==> src/rtl/truth_table_extractor.sv <==
// Sweeps every input combination through a combinational function-under-test,
// captures its truth table, then streams the minterm list per function.
module truth_table_extractor #(
    parameter int N_IN   = 4,
    parameter int NUM_FN = 2,
    parameter int SETTLE = 1
) (
    input  logic                                      clk,
    input  logic                                      rst_n,
    input  logic                                      start,
    output logic                                      busy,
    output logic                                      done,
    output logic [N_IN-1:0]                           stim,
    input  logic [NUM_FN-1:0]                         resp,
    output logic [NUM_FN*(2**N_IN)-1:0]               tt,
    output logic [NUM_FN*(N_IN+1)-1:0]                mt_count,
    output logic                                      mt_valid,
    input  logic                                      mt_ready,
    output logic [((NUM_FN > 1) ? $clog2(NUM_FN) : 1)-1:0] mt_fn,
    output logic [N_IN-1:0]                           mt_index,
    output logic                                      mt_last
);

    localparam int DEPTH = 2**N_IN;
    localparam int FW    = (NUM_FN > 1) ? $clog2(NUM_FN) : 1;
    localparam int CW    = N_IN + 1;
    localparam int SW    = (SETTLE > 1) ? $clog2(SETTLE) : 1;

    typedef enum logic [1:0] {S_IDLE, S_DRIVE, S_EMIT, S_FIN} state_t;

    state_t                    state_q, state_d;
    logic [N_IN-1:0]           idx_q, idx_d;
    logic [SW-1:0]             settle_q, settle_d;
    logic [NUM_FN*DEPTH-1:0]   tt_q, tt_d;
    logic [NUM_FN*CW-1:0]      cnt_q, cnt_d;
    logic [FW-1:0]             fn_q, fn_d;
    logic [N_IN-1:0]           scan_q, scan_d;
    logic                      valid_q, valid_d;
    logic [FW-1:0]             mt_fn_q, mt_fn_d;
    logic [N_IN-1:0]           mt_index_q, mt_index_d;
    logic                      mt_last_q, mt_last_d;

    logic [DEPTH-1:0]          row;
    logic                      cur_bit;
    logic                      more_ones;
    logic                      advance;

    always_ff @(posedge clk or negedge rst_n) begin
        if (!rst_n) begin
            state_q    <= S_IDLE;
            idx_q      <= '0;
            settle_q   <= '0;
            tt_q       <= '0;
            cnt_q      <= '0;
            fn_q       <= '0;
            scan_q     <= '0;
            valid_q    <= 1'b0;
            mt_fn_q    <= '0;
            mt_index_q <= '0;
            mt_last_q  <= 1'b0;
        end else begin
            state_q    <= state_d;
            idx_q      <= idx_d;
            settle_q   <= settle_d;
            tt_q       <= tt_d;
            cnt_q      <= cnt_d;
            fn_q       <= fn_d;
            scan_q     <= scan_d;
            valid_q    <= valid_d;
            mt_fn_q    <= mt_fn_d;
            mt_index_q <= mt_index_d;
            mt_last_q  <= mt_last_d;
        end
    end

    // Minterm stream: valid/ready. Once mt_valid rises, mt_fn/mt_index/mt_last
    // stay frozen and valid stays high until a cycle with mt_valid && mt_ready.
    always_comb begin
        state_d    = state_q;
        idx_d      = idx_q;
        settle_d   = settle_q;
        tt_d       = tt_q;
        cnt_d      = cnt_q;
        fn_d       = fn_q;
        scan_d     = scan_q;
        valid_d    = valid_q;
        mt_fn_d    = mt_fn_q;
        mt_index_d = mt_index_q;
        mt_last_d  = mt_last_q;
        advance    = 1'b0;

        row = '0;
        for (int k = 0; k < NUM_FN; k++) begin
            if (fn_q == FW'(k)) row = tt_q[k*DEPTH +: DEPTH];
        end
        cur_bit   = row[scan_q];
        more_ones = |((row >> scan_q) >> 1);

        case (state_q)
            S_IDLE: begin
                if (start) begin
                    state_d  = S_DRIVE;
                    tt_d     = '0;
                    cnt_d    = '0;
                    idx_d    = '0;
                    settle_d = '0;
                end
            end
            S_DRIVE: begin
                settle_d = settle_q + SW'(1);
                if (settle_q == SW'(SETTLE - 1)) begin
                    for (int k = 0; k < NUM_FN; k++) begin
                        tt_d[k*DEPTH + int'(idx_q)] = resp[k];
                        cnt_d[k*CW +: CW] = cnt_q[k*CW +: CW] + CW'(resp[k]);
                    end
                    if (&idx_q) begin
                        state_d = S_EMIT;
                        fn_d    = '0;
                        scan_d  = '0;
                    end else begin
                        idx_d    = idx_q + N_IN'(1);
                        settle_d = '0;
                    end
                end
            end
            S_EMIT: begin
                if (valid_q) begin
                    if (mt_ready) begin
                        valid_d = 1'b0;
                        advance = 1'b1;
                    end
                end else if (cur_bit) begin
                    valid_d    = 1'b1;
                    mt_fn_d    = fn_q;
                    mt_index_d = scan_q;
                    mt_last_d  = ~more_ones;
                end else begin
                    advance = 1'b1;
                end

                // Scan order is function-major, index ascending.
                if (advance) begin
                    if (&scan_q) begin
                        if (fn_q == FW'(NUM_FN - 1)) begin
                            state_d = S_FIN;
                        end else begin
                            fn_d   = fn_q + FW'(1);
                            scan_d = '0;
                        end
                    end else begin
                        scan_d = scan_q + N_IN'(1);
                    end
                end
            end
            S_FIN: begin
                state_d = S_IDLE;
            end
            default: begin
                state_d = S_IDLE;
            end
        endcase
    end

    always_comb begin
        busy     = (state_q != S_IDLE);
        done     = (state_q == S_FIN);
        stim     = idx_q;
        tt       = tt_q;
        mt_count = cnt_q;
        mt_valid = valid_q;
        mt_fn    = mt_fn_q;
        mt_index = mt_index_q;
        mt_last  = mt_last_q;
    end

endmodule
==> config.mk <==
export PLATFORM = sky130hd
export DESIGN_NAME = truth_table_extractor
export DESIGN_NICKNAME = d
export VERILOG_FILES = /design/src/rtl/truth_table_extractor.sv
export SDC_FILE = /design/constraint.sdc
export NUM_CORES = 1
export LEC_CHECK = 0
export CAP_MARGIN = 40
export CORE_MARGIN = 1
export CORE_UTILIZATION = 52
export CTS_BUF_LIST = sky130_fd_sc_hd__clkbuf_4 sky130_fd_sc_hd__clkbuf_8 sky130_fd_sc_hd__clkbuf_16
export DETAILED_ROUTE_END_ITERATION = 8
export PLACE_DENSITY = 0.87
export SETUP_SLACK_MARGIN = 0.4
export SKIP_CTS_REPAIR_TIMING = 1
export SYNTH_ARGS = -nofsm -noshare
export SYNTH_HDL_FRONTEND = slang
export SYNTH_SLANG_ARGS = --single-unit
==> constraint.sdc <==
create_clock -name clk -period 3.6 [get_ports clk]
set_input_delay 0.54 -clock clk [delete_from_list [all_inputs] [get_ports clk]]
set_output_delay 0.54 -clock clk [all_outputs]
set_load 0.01 [all_outputs]
==> PnR_summary.wiki <==
{| class="wikitable"
! Metric !! Value
|-
| Post-place setup slack || about 840 ps
|-
| Total routing usage reported by global routing || 0.276
|-
| Antenna violations before repair || 0
|-
| Most area-consuming cells after synthesis || sky130_fd_sc_hd__dfrtp_1, sky130_fd_sc_hd__mux4_2, sky130_fd_sc_hd__nand2_1, sky130_fd_sc_hd__ha_1, sky130_fd_sc_hd__a32o_1
|-
| Final Worst Setup Slack || between 800 and 900 ps
|-
| Leftover overflow at the end of global routing || 0
|-
| Combined area of the multi-input logic cells || 0.00203 sq mm
|-
| CP endpoint kind || register
|-
| Clk_skew || 9.70 ps
|-
| Post-Synthesis Cell Area || roughly 0.0037 sq mm
|-
| Unique masters post-synth || between 40 and 50
|-
| Reported max-cap violation count || 0
|-
| Reported net switching power || 1210 uW
|-
| Standard cell core area || a little under 0.007 sq mm
|-
| Port-buffer cells || 60
|-
| Ant diodes || 0
|-
| Die area || 0.00749 sq mm
|-
| Final critical-path share of the clock period || 0.770
|-
| Element type at the critical path start || register
|-
| Global-route wire length before repair || 15.7 mm
|-
| Largest net degree at the start of global routing || 36
|-
| Cell accounting for the most synthesized area || sky130_fd_sc_hd__dfrtp_1
|-
| Number of slew-limit violations in the final report || 0
|-
| Number of enable-type register cells in the synthesized netlist || 0
|-
| Final TNS setup || 0 ps
|-
| Synthesized Nets || 400
|-
| Most prevalent standard cell on the critical path || sky130_fd_sc_hd__mux4_2
|-
| Row count || 30
|-
| Post-synthesis instance total || 381
|-
| Clock latency on the worst-skew pair || between 300 and 400 ps
|-
| Final hold slack || 53.7 ps
|-
| #FFs+latches synth || 61
|-
| Power per unit of standard cell area || roughly 670 mW/mm^2
|-
| Status || finished, final reports clean
|-
| Top FF cell, synth || sky130_fd_sc_hd__dfrtp_1
|-
| Unrepaired setup endpoints after global routing || no
|-
| HPWL Detailed || between 6 and 7 mm
|-
| Switching share of total power || 0.390
|-
| Layout overhead on the synthesized area || 25.1%
|-
| Part of the power in registers || 0.327
|-
| First DRT Iteration DRCs || a little over 300
|-
| Slowest Stage Delay on Critical Path || around 530 ps
|-
| CP Data Required Time || around 3900 ps
|-
| Fraction of power consumed by combinational cells || 0.425
|-
| Combined flip-flop and latch cell area || ~0.0015 sq mm
|-
| First-pass iteration count of the detailed router || 6
|-
| Clock root buffer master || sky130_fd_sc_hd__clkbuf_8
|-
| Max-Slew Margin vs Limit || 0.461
|-
| Clock slew seen by the registers of the worst setup and hold paths || ~80 ps
|-
| Final wirelength || about 9.5 mm
|-
| Via count of the first global-routing pass || between 3,000 and 4,000
|-
| Warnings, synthesis || 0
|-
| Post-route DRC violation count || 0
|-
| ANT nets after route || 0
|-
| Global routing's busiest layer || met2
|-
| Share of async-settable or async-resettable flops after synthesis || 1.00
|-
| Min cycle time layout || around 2800 ps
|-
| Design area || 0.00465 sq mm
|-
| Met3 track demand over resource || 0.0457
|-
| VDD IR-drop max || about 0.4 mV
|-
| Final count of negative-setup-slack endpoints || 0
|-
| Wire per inst || roughly 18 um
|-
| Post-route insts no fill || between 500 and 600
|-
| Leak pwr || around 0.002 uW
|-
| Met2 Use GR || 0.416
|-
| Kind of cell adding the most delay to the critical path || multiplexers
|-
| Crit path buf inv count || 1
|-
| Deepest clock path buffer count || 2
|-
| Ordered list of cells on the worst path || buf_12 > mux4_2 > mux4_2 > a22o_1 > nor2_1 > mux2_1
|-
| Sequential fraction of the synthesis area || 0.411
|-
| Horizontal die dimension || slightly below 90 um
|-
| Met1 Usage GRT || 0.381
|-
| Starting density of the core || 0.544
|-
| Arrival time of data at the critical path endpoint || roughly 3000 ps
|-
| Placed cell areas || roughly 0.0044 sq mm
|-
| Nets || between 400 and 500
|-
| Clock tree from TritonCTS || done
|-
| Top cell type's share of synthesized area || 0.411
|-
| Die Y || 86.5 um
|-
| Layout cells sized above 1 || 0.110
|-
| Fill count || approximately 530
|-
| Clock Sinks || 61
|-
| Placer's final routability congestion estimate || 0.882
|-
| Final hold viol count || 0
|-
| Measured slew at the worst slew-check pin || 807 ps
|-
| I/O pin total || 61
|-
| Portion of total power attributed to the clock network || 0.247
|-
| Placed Cells incl. Taps || between 500 and 600
|-
| Vias after detailed routing || ~3,300
|-
| Largest driver fanout on the critical path || 33
|-
| Slowest stage cell on the critical path || sky130_fd_sc_hd__mux4_2
|-
| H-tree depth || 3
|-
| Int Power || between 1500 and 2000 uW
|-
| Vias/cell || just over 6
|-
| Worst Path Class, Setup || reg2reg
|-
| Type of the tightest min-delay check || in2async
|-
| Highest Clock Rate || between 0.3 and 0.4 GHz
|-
| CTS buffer count || 9
|-
| Average instance area after synthesis || 9.75 sq um
|}
[sequential cells by signal, indices dropped and copies added, names as in the netlist]
signal,count
mt_index,4
scan_q,4
mt_valid,1
state_q,2
tt,32
fn_q,1
mt_last,1
settle_q,1
stim,4
mt_count,10
mt_fn,1
[Yosys cell counts, drive strengths merged (2+ instances only)]
library cell	n
mux2i	8
nand3	7
o211ai	2
a21oi	8
o21a	2
nand4	5
mux4	13
a22o	12
clkbuf	24
nand2b	5
a31o	2
a31oi	13
a211oi	4
a211o	4
buf	6
dfrtp	61
a21o	3
xor2	7
mux2	11
a32o	14
nor3	6
ha	13
o31ai	3
and3	4
o21ai	29
nand2	63
inv	10
nor2b	9
nor2	19
nor3b	2
[cells by family after synthesis]
family | after synthesis | share of synthesized area
AO/OA/AOI/OAI | 103 | 0.197
XOR/XNOR | 7 | 0.0165
adder cells (fa/ha/maj) | 13 | 0.0438
buffers and inverters | 40 | 0.0434
flip-flops | 61 | 0.411
multiplexers | 32 | 0.134
AND/OR/NAND/NOR | 125 | 0.155
[metrics by stage]
stage / util / total power, uW
final: 0.680 / 3110
after global routing: 0.680 / 3300
after CTS: 0.680 / 3110
after detailed placement: 0.644 / 2330
after global placement: 0.641 / 2290
after floorplan: - / 1830
[cell usage in the layout, fill, tap and decap left out, types with 3 or more instances in the layout]
cell type                         instances
sky130_fd_sc_hd__clkbuf_8                 9
sky130_fd_sc_hd__nand2_1                 63
sky130_fd_sc_hd__a211o_1                  4
sky130_fd_sc_hd__inv_1                   10
sky130_fd_sc_hd__a22o_1                  12
sky130_fd_sc_hd__mux2i_1                  8
sky130_fd_sc_hd__a211oi_1                 4
sky130_fd_sc_hd__xor2_1                   7
sky130_fd_sc_hd__o31ai_1                  3
sky130_fd_sc_hd__o21ai_0                 28
sky130_fd_sc_hd__buf_4                    7
sky130_fd_sc_hd__mux2_1                   6
sky130_fd_sc_hd__nor2_1                  19
sky130_fd_sc_hd__a31oi_1                 13
sky130_fd_sc_hd__nand3_1                  7
sky130_fd_sc_hd__nand2b_1                 4
sky130_fd_sc_hd__nor3_1                   6
sky130_fd_sc_hd__bufinv_16                3
sky130_fd_sc_hd__nor2b_1                  9
sky130_fd_sc_hd__ha_1                    13
sky130_fd_sc_hd__dfrtp_1                 61
sky130_fd_sc_hd__mux4_2                  13
sky130_fd_sc_hd__a32o_1                  14
sky130_fd_sc_hd__nand4_1                  5
sky130_fd_sc_hd__a21o_1                   3
sky130_fd_sc_hd__and3_1                   4
sky130_fd_sc_hd__mux2_2                   5
sky130_fd_sc_hd__a21oi_1                  8
sky130_fd_sc_hd__clkdlybuf4s50_1         59
[final timing paths]
kind | startpoint | end | slack [ps] | cells after the start
worst max register to register | fn_q$_DFFE_PN0P_ | state_q[1]$_DFFE_PN0P_ | 830 | 6
worst min register to register | mt_index[0]$_DFFE_PN0P_ | mt_index[0]$_DFFE_PN0P_ | 500 | 1
worst max-delay path | fn_q$_DFFE_PN0P_ | state_q[1]$_DFFE_PN0P_ | 830 | 6
min in group clk | mt_index[0]$_DFFE_PN0P_ | mt_index[0]$_DFFE_PN0P_ | 500 | 1
worst min-delay path | rst_n | mt_valid$_DFFE_PN0P_ | 50 | 1
max in group asynchronous | rst_n | tt[16]$_DFFE_PN0P_ | 2800 | 3
[worst reg2reg max path: stages, from the launching register on]
cell	delay (ps)
sky130_fd_sc_hd__dfrtp_1	460
sky130_fd_sc_hd__buf_12	250
sky130_fd_sc_hd__mux4_2	540
sky130_fd_sc_hd__mux4_2	510
sky130_fd_sc_hd__a22o_1	370
sky130_fd_sc_hd__nor2_1	210
sky130_fd_sc_hd__mux2_1	330
[routing by layer]
| layer | part of all wire | wire [um] |
|---|---|---|
| met1 | 0.44 | 4180 |
| met5 | 0 | 0 |
| met2 | 0.47 | 4520 |
| met4 | 0.023 | 216 |
| met3 | 0.065 | 617 |
[final cells by class]
cell class / count / area share
Inverter: 10 / 0.00808
Multi-Input combinational cell: 280 / 0.436
Tap cell: 96 / 0.0258
Sequential cell: 61 / 0.328
Timing Repair Buffer: 69 / 0.148
Clock inverter: 7 / 0.0264
Clock buffer: 9 / 0.0267
[power by group through the flow]
stage	logic (uW)	registers, uW	clock network [uW]
5_1_grt	1460	1040	802
3_3_place_gp	1270	1020	0
3_5_place_dp	1310	1030	0
2_1_floorplan	831	995	0
6_report	1320	1020	770
4_1_cts	1320	1010	777
No activity file was read; power rests on OpenSTA's default activity.
